## src/rtl/unified_mem_arbiter.sv

```systemverilog
// Round-robin arbiter with burst locking for the shared byte-wide memory port.
// Requesters: 0 = instruction fetch, 1 = load unit, 2 = store unit.
// Returned read data is routed to whichever requester issued the read, using a
// fixed-latency tag pipeline, so data lands correctly after ownership moves on.
//
// Handshake: a requester holds req_i high for its whole burst. Once gnt_o is
// high, every cycle with req_i high is one memory access, issued combinationally
// from that requester's we/addr/wdata slices. Dropping req_i ends the burst; the
// port goes idle for one cycle before the next owner is granted. Read data for an
// access issued in cycle t appears on rdata_o with rvalid_o[id] in cycle
// t + MEM_LATENCY. busy_o exposes the FSM state (1 = OWNED).
module unified_mem_arbiter #(
    parameter int ADDR_WIDTH  = 24,
    parameter int DATA_WIDTH  = 8,
    parameter int NUM_REQ     = 3,
    parameter int MEM_LATENCY = 1
) (
    input  logic                          clk,
    input  logic                          rst_n,
    input  logic [NUM_REQ-1:0]            req_i,
    input  logic [NUM_REQ-1:0]            we_i,
    input  logic [NUM_REQ*ADDR_WIDTH-1:0] addr_i,
    input  logic [NUM_REQ*DATA_WIDTH-1:0] wdata_i,
    output logic [NUM_REQ-1:0]            gnt_o,
    output logic [DATA_WIDTH-1:0]         rdata_o,
    output logic [NUM_REQ-1:0]            rvalid_o,
    output logic                          mem_req_o,
    output logic                          mem_we_o,
    output logic [ADDR_WIDTH-1:0]         mem_addr_o,
    output logic [DATA_WIDTH-1:0]         mem_wdata_o,
    input  logic [DATA_WIDTH-1:0]         mem_rdata_i,
    output logic                          busy_o
);

    localparam int OWN_W = (NUM_REQ > 1) ? $clog2(NUM_REQ) : 1;

    typedef enum logic {
        IDLE  = 1'b0,
        OWNED = 1'b1
    } state_t;

    state_t           state_q, state_d;
    logic [OWN_W-1:0] owner_q;
    logic [OWN_W-1:0] rr_ptr_q;
    logic [OWN_W-1:0] pick;
    logic [OWN_W-1:0] next_ptr;
    logic             owner_req;
    logic             issue_rd;

    // Read tag pipeline: stage 0 is loaded at issue, the last stage is the tail.
    logic             rd_v_q  [MEM_LATENCY];
    logic [OWN_W-1:0] rd_id_q [MEM_LATENCY];

    // First set request at or after ptr, wrapping around.
    function automatic logic [OWN_W-1:0] rr_pick(input logic [NUM_REQ-1:0] req,
                                                 input logic [OWN_W-1:0]   ptr);
        logic [OWN_W-1:0] idx;
        logic             found;
        rr_pick = ptr;
        found   = 1'b0;
        for (int i = 0; i < NUM_REQ; i++) begin
            idx = OWN_W'((int'(ptr) + i) % NUM_REQ);
            if (!found && req[idx]) begin
                rr_pick = idx;
                found   = 1'b1;
            end
        end
    endfunction

    assign pick      = rr_pick(req_i, rr_ptr_q);
    assign owner_req = req_i[owner_q];
    assign next_ptr  = (owner_q == OWN_W'(NUM_REQ - 1)) ? '0 : owner_q + 1'b1;
    assign issue_rd  = mem_req_o & ~mem_we_o;

    // State register.
    always_ff @(posedge clk or negedge rst_n) begin
        if (!rst_n) state_q <= IDLE;
        else        state_q <= state_d;
    end

    // Next state: grab the port on any request, release it when the owner drops.
    always_comb begin
        state_d = state_q;
        case (state_q)
            IDLE:    if (|req_i)     state_d = OWNED;
            OWNED:   if (!owner_req) state_d = IDLE;
            default:                 state_d = IDLE;
        endcase
    end

    // Owner capture on grant; round-robin pointer advances past the owner on release.
    always_ff @(posedge clk or negedge rst_n) begin
        if (!rst_n) begin
            owner_q  <= '0;
            rr_ptr_q <= '0;
        end else begin
            if (state_q == IDLE && (|req_i))       owner_q  <= pick;
            if (state_q == OWNED && !owner_req)    rr_ptr_q <= next_ptr;
        end
    end

    // Outputs: grant to the owner, memory port driven from the owner's slices while it requests.
    always_comb begin
        gnt_o       = '0;
        busy_o      = 1'b0;
        mem_req_o   = 1'b0;
        mem_we_o    = 1'b0;
        mem_addr_o  = '0;
        mem_wdata_o = '0;
        if (state_q == OWNED) begin
            gnt_o[owner_q] = 1'b1;
            busy_o         = 1'b1;
            if (owner_req) begin
                mem_req_o   = 1'b1;
                mem_we_o    = we_i[owner_q];
                mem_addr_o  = addr_i[int'(owner_q) * ADDR_WIDTH +: ADDR_WIDTH];
                mem_wdata_o = wdata_i[int'(owner_q) * DATA_WIDTH +: DATA_WIDTH];
            end
        end
    end

    // Shift read tags toward the tail, one stage per cycle.
    always_ff @(posedge clk or negedge rst_n) begin
        if (!rst_n) begin
            for (int i = 0; i < MEM_LATENCY; i++) begin
                rd_v_q[i]  <= 1'b0;
                rd_id_q[i] <= '0;
            end
        end else begin
            rd_v_q[0]  <= issue_rd;
            rd_id_q[0] <= owner_q;
            for (int i = 1; i < MEM_LATENCY; i++) begin
                rd_v_q[i]  <= rd_v_q[i-1];
                rd_id_q[i] <= rd_id_q[i-1];
            end
        end
    end

    // Tail of the tag pipeline steers the returned byte to its issuer.
    always_comb begin
        rvalid_o = '0;
        rdata_o  = '0;
        if (rd_v_q[MEM_LATENCY-1]) begin
            rvalid_o[rd_id_q[MEM_LATENCY-1]] = 1'b1;
            rdata_o                          = mem_rdata_i;
        end
    end

endmodule
```

## config.mk

```make
export PLATFORM = sky130hd
export DESIGN_NAME = unified_mem_arbiter
export DESIGN_NICKNAME = d
export VERILOG_FILES = /design/src/rtl/unified_mem_arbiter.sv
export SDC_FILE = /design/constraint.sdc
export NUM_CORES = 1
export LEC_CHECK = 0
export CORE_UTILIZATION = 26
export DETAILED_ROUTE_END_ITERATION = 12
export PLACE_DENSITY = 0.76
export SYNTH_ARGS = -nofsm -noshare
export SYNTH_HDL_FRONTEND = slang
export SYNTH_SLANG_ARGS = --single-unit
```

## constraint.sdc

```tcl
create_clock -name clk -period 1.53 [get_ports clk]
set_input_delay 0.153 -clock clk [delete_from_list [all_inputs] [get_ports clk]]
set_output_delay 0.153 -clock clk [all_outputs]
set_load 0.02 [all_outputs]
```

* Yosys cells after proc, flatten, opt, wreduce, memory -nomap -nowiden
Index checks and enable logic that the tools add are counted.
Storage, ports and cells: bits in writable memories 0, ROM bits 0, bits of input ports 112, output and inout port bits 49, logic and storage cells 69, register bits 8, memories 0, latch bits 0
Cells by class: shift operators 2, div/mod/pow operators 3, equality and inequality tests 1, reductions and logical operators 10, bitwise gates (word level) 3, multiplexer cells 34, multipliers 1, $add $sub $neg 3, order comparisons 7
Operators with widths (count):
- $shiftx 72x8->24 | 1
- $mod 32x3->32 const B | 2
- $mux 24 | 2
- $mod 3x3->32 const B | 1
- $mux 8 | 3
- $shiftx 24x6->8 | 1
- $lt 2x3->1 const B | 5
- $mux 1 | 15
- $bmux 1 s2 | 5
- $mux 2 | 4
- $logic_and 1x1->1 | 6
- $mux 3 | 2
- $demux 1 s2 | 2
- $ge 2x1->1 const B | 2
- $mul 2x2->4 const B | 1
- $add 2x1->3 const B | 1
- $add 2x2->3 const B | 1
- $logic_not 1->1 | 3
- $reduce_or 3->1 | 1
- $add 2x1->2 const B | 1
- $eq 2x2->1 const B | 1
- $not 1->1 | 2
- $pmux 1 s2 | 1
- $and 1x1->1 | 1

* Logic depth before layout (Yosys ltp)
word-level depth 10, mapped depth 8

* Worst setup path before layout
Ideal clock, no wire load.
kind reg-to-reg, start register rr_ptr_q[0], end register owner_q[1], buffers on the path 0, library setup time 121 ps, path slack -23 ps, cell stages (with the launch flop) 8, required time 1409 ps, arrival 1432 ps, path through dfrtp_1 inv_1 ha_1 nor2b_2 a32oi_1 a2bb2oi_1 o31a_1 o22a_1
Between the ends: word-level cells in the longest chain between the ends 10, elaborated cells between the ends (all ways) 20
Ends and longest elaborated chain:
- start, declared | RTL line 44 | logic [OWN_W-1:0] rr_ptr_q;
- start signal, assigned | RTL line 98 | if (state_q == OWNED && !owner_req) rr_ptr_q <= next_ptr;
- parallel branches: the longest is 9 deep, another holds $mod 32x3->32
- $mux 2 (*) | RTL line 63 | if (!found && req[idx]) begin
- end signal, assigned | RTL line 97 | if (state_q == IDLE && (|req_i)) owner_q <= pick;
- end, declared | RTL line 43 | logic [OWN_W-1:0] owner_q;
Every way passes the cells marked *. The select of a mux whose other input is x is not followed. A chain may end at the register's enable or synchronous reset.

* Final worst setup path
start register owner_q[1], end output port mem_wdata_o[7]
Between the ends: word-level cells in the longest chain between the ends 4, elaborated cells between the ends (all ways) 5
Ends and longest elaborated chain:
- parallel branches: the longest is 2 deep, another holds $shiftx 24x6->8
- $mux 8 (*) | RTL line 113 | if (owner_req) begin
- $mux 8 (*) | RTL line 110 | if (state_q == OWNED) begin
- end, declared | RTL line 30 | output logic [DATA_WIDTH-1:0] mem_wdata_o,
Marked as above.

==> results_dict.tcl <==
set metrics [dict create \
    yosys.area.top_type "mux2i_1" \
    ir_drop_mv 1.07 \
    clockRootBuffer "clkbuf_8" \
    cts_hold_buffers 0 \
    skew_ns 0.00619 \
    cts-htree-levels 1 \
    crit_family "flip-flops" \
    slowest_delay_ns 0.49 \
    portBuffers 160 \
    cts_buffers 3 \
    ys.flop_type "dfrtp_1" \
    gp_congestion 0.908 \
    cp_slowest_cell "dfrtp_2" \
    clk_path_buf_depth 2 \
    clkSlewWorstSetupHoldPaths_ns 0.05 \
    dp_slack_ns -0.557 \
    fmaxAchievable_ghz 0.545 \
    path_depth 6 \
    synth_area_mm2 0.00153 \
    r2r-start "rr_ptr_q[1]" \
    core_area_mm2 0.00557 \
    dp_hpwl_um 5110 \
    placed_cells 463 \
    synthAdderAreaFrac_pct 2.45 \
    yosys.area_share.simple_pct 31.0 \
    rsz0062_at_grt "true" \
    start_util_pct 27.5 \
    syn2layout_area_growth_pct 135 \
    synth-edff-count 0 \
    syn_nets 339 \
    synth_top_family_by_area "simple AND/OR/NAND/NOR gates" \
    hp-class "in2async" \
    cp-end-kind "primary output" \
    cp.arrival_ns 1.68 \
    crit_fanout 22 \
    yosysTopAreaCellShare_pct 24.2 \
    rr_endpoint "owner_q[1]" \
    postRouteAntennaNets 0 \
    num_rows 27 \
    syn_area_per_cell_um2 6.83 \
    viasPerCell 4.65 \
    die_x_um 78.7 \
    p_leak_nw 1.65 \
    final-hold-violation-count 0 \
    synth_compound_area_share_pct 18.8 \
    cts_sinks 8 \
    synth_cells 224 \
    cp-start-kind "flip-flop" \
    setup_ws_ns -0.304 \
    fin_tns_setup_ns -9.18 \
    grt_overflow_total 0 \
    finalNonFillerCells 477 \
    grt_max_degree 36 \
    crit_buf_inv 2 \
    clkLatencyLatePin_ns 0.24 \
    yosysMostFrequentCell "nor2_1" \
    cp_cell_sequence "mux2i_2 > o21ai_2 > nand2_4 > buf_12 > nor2_2 > buf_6" \
    cts_tree "yes" \
    ff2ff_path_depth 7 \
    drt-pass1-iter-count 4 \
    tightest_slew_ns 0.401 \
    synth_common_cells "nor2_1 (71), mux2i_1 (37), a21oi_1 (35)" \
    p_int_w 0.00313 \
    synth_xor_area_share_pct 0 \
    pin_count 161 \
    setup_viol 41 \
    grt_pass1_vias 2357 \
    violations "negative setup slack" \
    fin_nets 521 \
    ys_async_sr_fraction_pct 100 \
    yosys_register_bits 8 \
    switchingPower_w 0.00270 \
    cap_violations 0 \
    wl_per_cell_um 14.3 \
    cp.required_ns 1.38 \
    final_util_pct 64.6 \
    synthTopCellsByArea "mux2i_1 (24%), nor2_1 (17%), dfrtp_1 (13%)" \
    nFillCells 484 \
    synth-seq-area-share_pct 13.1 \
    fin_crit_sh_pct 120 \
    drt_iter0_drc 61 \
    antenna_found_initial 0 \
    vias 2219 \
    power.density_mw_per_mm2 1620 \
    finalCriticalPeriod_ns 1.83 \
    wl_um 6810 \
    die_area_mm2 0.00620 \
    comb_power_share_pct 86.8 \
    status "finished, violations left" \
    yosys_warnings 0 \
    drv_slew 0 \
    rrSetupSlack_ns -0.11 \
    grt_usage_pct 21.0 \
    antenna_cells 0 \
    switching_share_pct 46.4 \
    yosysUniqueCellTypes 37 \
    drive_gt1_share_pct 28.9 \
    muxShareOfSynthArea_pct 26.2 \
    die_h_um 78.7 \
    grt_first_pass_wirelength_um 10500 \
    p_seq_share_pct 8.3 \
    path_class "reg2out" \
    relSlewSlack_pct 73.2 \
    clkPwrFrac_pct 4.9 \
    drc 0 \
]
[stage by stage]
step	hold WS, ns	area (um2)	total power (W)
floorplan	-0.143	1560	0.00318
global placement	0.446	3340	0.00483
detailed placement	0.456	3340	0.00487
CTS	0.201	3410	0.00527
global route	0.225	3600	0.00623
finish	0.207	3600	0.00583
[worst max-delay path by stage]
| stage | startpoint | end |
|---|---|---|
| final | owner_q[1] | mem_wdata_o[7] |
| after global routing | owner_q[1] | mem_wdata_o[7] |
| after CTS | owner_q[1] | mem_we_o |
| after detailed placement | req_i[2] | mem_addr_o[15] |
| after global placement | req_i[2] | mem_wdata_o[7] |
| after floorplan | rr_ptr_q[1] | owner_q[1] |
[registers in the layout (all words and copies together) (netlist names)]
| register | flops |
|---|---|
| rd_v_q | 1 |
| rd_id_q | 2 |
| owner_q | 2 |
| rr_ptr_q | 2 |
| state_q | 1 |
[power by group through the flow]
stage / registers [W] / logic [W] / clock network (W)
final: 0.000486 / 0.00506 / 0.000283
after global routing: 0.000508 / 0.00542 / 0.000302
after CTS: 0.000475 / 0.00451 / 0.000289
after detailed placement: 0.000458 / 0.00441 / 0
after global placement: 0.000454 / 0.00437 / 0
after floorplan: 0.000430 / 0.00275 / 0
[cell families (layout without fill, tap and decap cells)]
family,count (synthesis),count (layout)
flip-flops,8,8
multiplexers,39,39
buffers and inverters,23,204
AO/OA/AOI/OAI,49,49
adder cells (fa/ha/maj),3,3
AND/OR/NAND/NOR,102,102
[final cells by class]
class | instances | area [um2] | share of cell area (%)
Tap cell | 72 | 90.1 | 2.50
Multi-Input combinational cell | 193 | 1360 | 37.7
Sequential cell | 8 | 204 | 5.66
Clock buffer | 4 | 45.0 | 1.25
Timing Repair Buffer | 194 | 1880 | 52.3
Inverter | 6 | 22.5 | 0.625
[layer usage]
| metal | part of all wire, % | vias up | track usage (%) |
|---|---|---|---|
| li1 | - | 1120 | - |
| met3 | 8.1 | 8 | 4.71 |
| met1 | 39 | 986 | 22.0 |
| met2 | 52 | 105 | 40.8 |
| met4 | 1.1 | 0 | 6.85 |
| met5 | 0 | - | 0 |
[cells in the final DEF (no fill, tap or decap), types with 3 or more instances in the layout]
cell / Yosys / final
clkdlybuf4s50_1: 0 / 111
nor2_1: 71 / 63
buf_4: 5 / 50
mux2i_1: 37 / 33
a21oi_1: 35 / 29
dlygate4sd2_1: 0 / 12
buf_6: 3 / 12
and2_1: 10 / 9
nor2_2: 0 / 8
a21oi_2: 0 / 6
nand2_1: 5 / 5
dfrtp_1: 8 / 5
buf_12: 0 / 4
inv_2: 0 / 3
inv_1: 6 / 3
ha_4: 0 / 3
clkbuf_8: 0 / 3
dfrtp_2: 0 / 3
[timing repair]
action                                  in CTS  in global routing
resized for setup                          203                 49
pin swaps                                    6                  6
endpoints found under the setup margin      52                 41
gates cloned                                 0                  2
setup buffers                                5                  4
endpoints found under the hold margin        0                  0
(Power assumes the default switching activity.)
